--- src/rtl/mem_port_arbiter.sv ---
// mem_port_arbiter: shares one fixed-latency single-ported memory between instruction
// fetch and the data port, favouring data but guaranteeing fetch a turn after STARVE_MAX losses.
module mem_port_arbiter #(
    parameter int ADDR_W     = 16,
    parameter int DATA_W     = 16,
    parameter int MEM_LAT    = 2,
    parameter int STARVE_MAX = 3
) (
    input  logic              Clk,
    input  logic              Rst,
    input  logic              if_req,
    input  logic [ADDR_W-1:0] if_addr,
    output logic              if_valid,
    output logic [DATA_W-1:0] if_rdata,
    input  logic              d_req,
    input  logic              d_we,
    input  logic [ADDR_W-1:0] d_addr,
    input  logic [DATA_W-1:0] d_wdata,
    output logic              d_valid,
    output logic [DATA_W-1:0] d_rdata,
    output logic              mem_en,
    output logic              mem_we,
    output logic [ADDR_W-1:0] mem_addr,
    output logic [DATA_W-1:0] mem_wdata,
    input  logic [DATA_W-1:0] mem_rdata,
    output logic              stall_if,
    output logic              stall_mem
);

    typedef enum logic [1:0] {IDLE, ISSUE, WAIT, DONE} state_t;

    localparam logic [2:0] LAT_LOAD   = 3'(MEM_LAT - 1);
    localparam logic [3:0] STARVE_LIM = 4'(STARVE_MAX);

    state_t            state, state_next;
    logic              owner, owner_next;
    logic [ADDR_W-1:0] addr_q, addr_next;
    logic              we_q, we_next;
    logic [DATA_W-1:0] wdata_q, wdata_next;
    logic [2:0]        lat_cnt, lat_next;
    logic [3:0]        starve_cnt, starve_next;
    logic [DATA_W-1:0] if_rdata_next, d_rdata_next;

    always_ff @(posedge Clk or negedge Rst) begin
        if (!Rst) begin
            state      <= IDLE;
            owner      <= 1'b0;
            addr_q     <= '0;
            we_q       <= 1'b0;
            wdata_q    <= '0;
            lat_cnt    <= '0;
            starve_cnt <= '0;
            if_rdata   <= '0;
            d_rdata    <= '0;
        end else begin
            state      <= state_next;
            owner      <= owner_next;
            addr_q     <= addr_next;
            we_q       <= we_next;
            wdata_q    <= wdata_next;
            lat_cnt    <= lat_next;
            starve_cnt <= starve_next;
            if_rdata   <= if_rdata_next;
            d_rdata    <= d_rdata_next;
        end
    end

    always_comb begin
        state_next    = state;
        owner_next    = owner;
        addr_next     = addr_q;
        we_next       = we_q;
        wdata_next    = wdata_q;
        lat_next      = lat_cnt;
        starve_next   = starve_cnt;
        if_rdata_next = if_rdata;
        d_rdata_next  = d_rdata;
        case (state)
            IDLE: begin
                // Data wins unless fetch has already lost STARVE_MAX times in a row
                if (d_req && !(if_req && starve_cnt == STARVE_LIM)) begin
                    owner_next = 1'b1;
                    addr_next  = d_addr;
                    we_next    = d_we;
                    wdata_next = d_wdata;
                    state_next = ISSUE;
                    if (if_req && starve_cnt != 4'hF) begin
                        starve_next = starve_cnt + 4'd1;
                    end
                end else if (if_req) begin
                    owner_next  = 1'b0;
                    addr_next   = if_addr;
                    we_next     = 1'b0;
                    wdata_next  = '0;
                    starve_next = '0;
                    state_next  = ISSUE;
                end
            end
            ISSUE: begin
                lat_next   = LAT_LOAD;
                state_next = WAIT;
            end
            WAIT: begin
                if (lat_cnt == 3'd0) begin
                    if (!we_q) begin
                        if (owner) begin
                            d_rdata_next = mem_rdata;
                        end else begin
                            if_rdata_next = mem_rdata;
                        end
                    end
                    state_next = DONE;
                end else begin
                    lat_next = lat_cnt - 3'd1;
                end
            end
            DONE: begin
                state_next = IDLE;
            end
            default: begin
                state_next = IDLE;
            end
        endcase
    end

    // Strobes decode straight from the async-reset state so they fall the instant Rst asserts
    assign mem_en    = (state == ISSUE);
    assign mem_we    = (state == ISSUE) && we_q;
    assign mem_addr  = addr_q;
    assign mem_wdata = wdata_q;
    assign if_valid  = (state == DONE) && !owner;
    assign d_valid   = (state == DONE) && owner;
    assign stall_if  = if_req & ~if_valid;
    assign stall_mem = d_req & ~d_valid;

endmodule

--- config.mk ---
export PLATFORM = sky130hd
export DESIGN_NAME = mem_port_arbiter
export DESIGN_NICKNAME = d
export VERILOG_FILES = /design/src/rtl/mem_port_arbiter.sv
export SDC_FILE = /design/constraint.sdc
export NUM_CORES = 1
export LEC_CHECK = 0
export CORE_MARGIN = 2
export CORE_UTILIZATION = 46
export CTS_CLUSTER_SIZE = 8
export DETAILED_ROUTE_END_ITERATION = 12
export PLACE_DENSITY = 0.84
export REMOVE_ABC_BUFFERS = 1
export SLEW_MARGIN = 20
export SYNTH_ARGS = -nofsm -noshare
export SYNTH_HDL_FRONTEND = slang
export SYNTH_SLANG_ARGS = --single-unit
--- constraint.sdc ---
create_clock -name Clk -period 4.65 [get_ports Clk]
set_input_delay 0.93 -clock Clk [delete_from_list [all_inputs] [get_ports Clk]]
set_output_delay 0.93 -clock Clk [all_outputs]
set_load 0.005 [all_outputs]
==> metrics.md <==
| Metric | Value |
|---|---|
| Diodes inserted | `0` |
| Clock buffer count from CTS | `9` |
| Met2 GRT Util | `0.347` |
| Share of synthesized area spent on multiplexers | `0.112` |
| Slowest Stage Delay on Critical Path | `0.52 ns` |
| Most Used Layer, Global Route | `met2` |
| Initial standard-cell utilization of the core | `0.481` |
| Number of global-route vias before repair | `2,524` |
| Number of top-level design ports | `approximately 140` |
| M3 GR Usage | `0.0457` |
| Count of port buffers added during placement | `about 140` |
| Relative slew slack | `0.390` |
| Largest clock skew in the final design | `between 0.009 and 0.01 ns` |
| Setup Buffers After CTS | `0` |
| DIE HEIGHT | `approximately 89 um` |
| Pwr/cell area | `around 610 mW/mm^2` |
| Detailed-route wire length | `~8000 um` |
| Max Cap Viol | `0` |
| Total iterations of the first detailed-routing run | `4` |
| Final net count | `around 470` |
| Maximum VDD drop | `slightly above 0.3 mV` |
| Biggest area contributors in the synthesized netlist | `dfrtp_1 (57%), mux2_2 (11%), a22o_1 (4.8%)` |
| Post-synthesis xor/xnor area fraction | `0.00265` |
| Yosys warnings | `0` |
| Worst Path Buf+Inv | `4` |
| CTS tree | `done` |
| CTS H-tree depth | `3` |
| Min cycle time layout | `3.27 ns` |
| Number of enable-type register cells in the synthesized netlist | `0` |
| Compound-cell area share of the yosys netlist | `0.131` |
| Hold Fails Final Rpt | `0` |
| Part of the cycle the worst path needs | `0.704` |
| Proportion of layout cells with a drive suffix above 1 | `0.157` |
| Sum of negative setup slack | `0 ns` |
| RSZ-0062 raised after global routing | `false` |
| Kind of capture point of the worst setup path | `output pin` |
| Initial antenna violation count | `0` |
| Core outline area | `about 0.0069 sq mm` |
| Syn avg cell area | `approximately 12 sq um` |
| Post-route antenna net violation count | `0` |
| Share of async-settable or async-resettable flops after synthesis | `1.00` |
| Arrival time worst endpoint | `roughly 2.3 ns` |
| Remaining design rule violation count | `0` |
| # fillers | `about 500` |
| Routing usage on met1 | `0.262` |
| Via/cell ratio | `5.15` |
| Data required, critical path | `between 3 and 4 ns` |
| Global-route wire length before repair | `12,400 um` |
| Worst-case hold slack | `slightly below 0.5 ns` |
| Die footprint | `0.00788 sq mm` |
| Max Fclk | `approximately 300 MHz` |
| Area fraction of the dominant cell type after synthesis | `0.568` |
| Distinct cells, synth | `38` |
| Cell count after synthesis | `approximately 270` |
| Avg WL per Cell | `about 16 um` |
| Transition time at the pin with the least slew margin | `0.915 ns` |
| Number of DRC markers after the initial detailed-route iteration | `between 80 and 90` |
| Total Power Consumption | `around 3 mW` |
| Horiz. Die Dim | `between 80 and 90 um` |
| Synthesized-area fraction occupied by and/or/nand/nor cells | `0.118` |
| Cell at the root of the clock tree | `clkbuf_8` |
| Commonest register cell after synthesis | `dfrtp_1` |
| Half-perimeter wire length after detailed placement | `between 5000 and 6000 um` |
| Category of the critical setup timing path | `input pin to output pin` |
| Cell type with the highest occurrence count on the critical path | `clkdlybuf4s50_1` |
| Leakage power | `roughly 2.1 nW` |
| Total number of clock tree sinks | `75` |
| Max Transition Viols Final | `0` |
| Result of the run | `finished clean` |
| Worst-path clk slew | `roughly 0.080 ns` |
| Register bit count reported by yosys | `75` |
| Cell with the biggest individual delay on the critical path | `clkdlybuf4s50_1` |
| Top delay family on crit path | `buffers and inverters` |
| Setup violations, final | `0` |
| Critical Path Start Type | `input pin` |
| Clk buf depth | `2` |
| Crit-path max FO | `25` |
| Area delta synth->final | `48.3%` |
| Adder-cell share of the synthesized area | `0.0265` |
| Vias after detailed routing | `approximately 2.6k` |
| Hold_buf cts | `0` |
| Sum of overflow across all layers after global routing | `0` |
| # resized after CTS | `0` |
| Worst Hold Class | `register to register` |
| Gpl congestion | `slightly below 0.9` |
| Largest family of logic cells by synthesized area | `compound AO/OA/AOI/OAI gates` |
| Clock latency on the worst-skew pair | `about 0.33 ns` |
| Total routing usage reported by global routing | `0.208` |
| Combined area of all synthesized cells | `0.00331 sq mm` |
| Largest net degree at the start of global routing | `76` |
| Dominant cell type by area after synthesis | `dfrtp_1` |
| Crit-path cells | `clkdlybuf4s50_1 > buf_4 > inv_1 > nor2_1 > clkdlybuf4s50_1` |
| Number of rows created at floorplan | `30` |
| Share of synthesized area occupied by flip-flops and latches | `0.568` |
==> tightest hold or removal path, cell delays in order (launching register included) <==
cell and delay, ns:
dfrtp_1 0.34, nand2_1 0.06, o211ai_2 0.05
==> logic make-up (layout without fill, tap and decap cells) <==
logic type,after synthesis,in the layout
AO/OA/AOI/OAI,51,51
buffers and inverters,26,163
flip-flops,75,75
AND/OR/NAND/NOR,72,72
adder cells (fa/ha/maj),7,7
multiplexers,33,33
XOR/XNOR,1,1
==> metrics by stage <==
stage	std cells	setup slack [ns]	utilization	cell area, sq um
final	498	1.38	0.714	4900
after global routing	498	1.33	0.714	4900
after CTS	498	1.37	0.714	4900
after detailed placement	483	1.34	0.686	4710
after global placement	483	1.37	0.686	4710
after floorplan	247	2.22	-	3200
==> per-layer routing <==
metal,up-vias,share of wire
met1,1236,0.41
met2,94,0.51
met4,0,0.019
met3,11,0.057
met5,-,0
li1,1225,-
==> cell type report <==
type | count | area, sq um | area share
clock inverter | 6 | 65.1 | 0.0133
sequential | 75 | 1880 | 0.383
multi-input combinational | 164 | 1290 | 0.264
inverter | 8 | 30.0 | 0.00612
tap | 96 | 120 | 0.0245
timing repair buffer | 140 | 1390 | 0.284
clock buffer | 9 | 124 | 0.0253
==> report_power, final <==
part / internal, mW / leakage, nW / switching, mW
registers: 0.959 / 0.920 / 0.186
clock network: 0.247 / 0.0959 / 0.241
logic: 0.852 / 1.08 / 0.513
==> state kept, by name, summed over array words and instances (netlist names) <==
register / count
d_rdata: 16
if_rdata: 16
mem_addr: 16
mem_wdata: 16
starve_cnt: 4
lat_cnt: 3
state: 2
owner: 1
we_q: 1
==> placed cells by master, fill, tap and decap left out, types with 2 or more instances in the layout <==
cell	n
o21a_1	2
a22o_1	18
nor2_1	3
clkbuf_8	9
and3_1	2
and2_1	4
mux2_2	32
o211ai_1	6
a21oi_1	2
buf_4	3
nand4_1	16
clkinv_2	2
nand2_1	34
clkdlybuf4s50_1	137
ha_1	7
o211ai_2	10
o21ai_0	4
nor2b_1	4
o21ai_1	3
inv_1	8
inv_6	2
o31ai_1	2
dfrtp_1	75
==> cells in the mapped netlist (all sizes together), types with 2 or more instances <==
master  count
inv         8
a21oi       2
o211ai     16
nor2b       4
o31ai       2
mux2       33
buf        11
dfrtp      75
clkbuf      7
nor3        2
nand4      16
o21ai       8
and3        2
nand2      34
nor2        3
a22o       18
and2        4
o21a        2
ha          7
==> worst paths after layout <==
kind | start | to | slack [ns] | cells past startpoint
worst min-delay path | mem_addr[12] | mem_addr[12] | 0.49 | 2
worst min register to register | mem_addr[12] | mem_addr[12] | 0.49 | 2
worst max register to register | starve_cnt[0] | starve_cnt[3] | 2.25 | 4
worst max-delay path | d_req | stall_mem | 1.38 | 5
min in group asynchronous | Rst | if_rdata[10] | 0.73 | 1
max in group asynchronous | Rst | d_rdata[6] | 3.33 | 1
No activity file was read; power rests on OpenSTA's default activity.
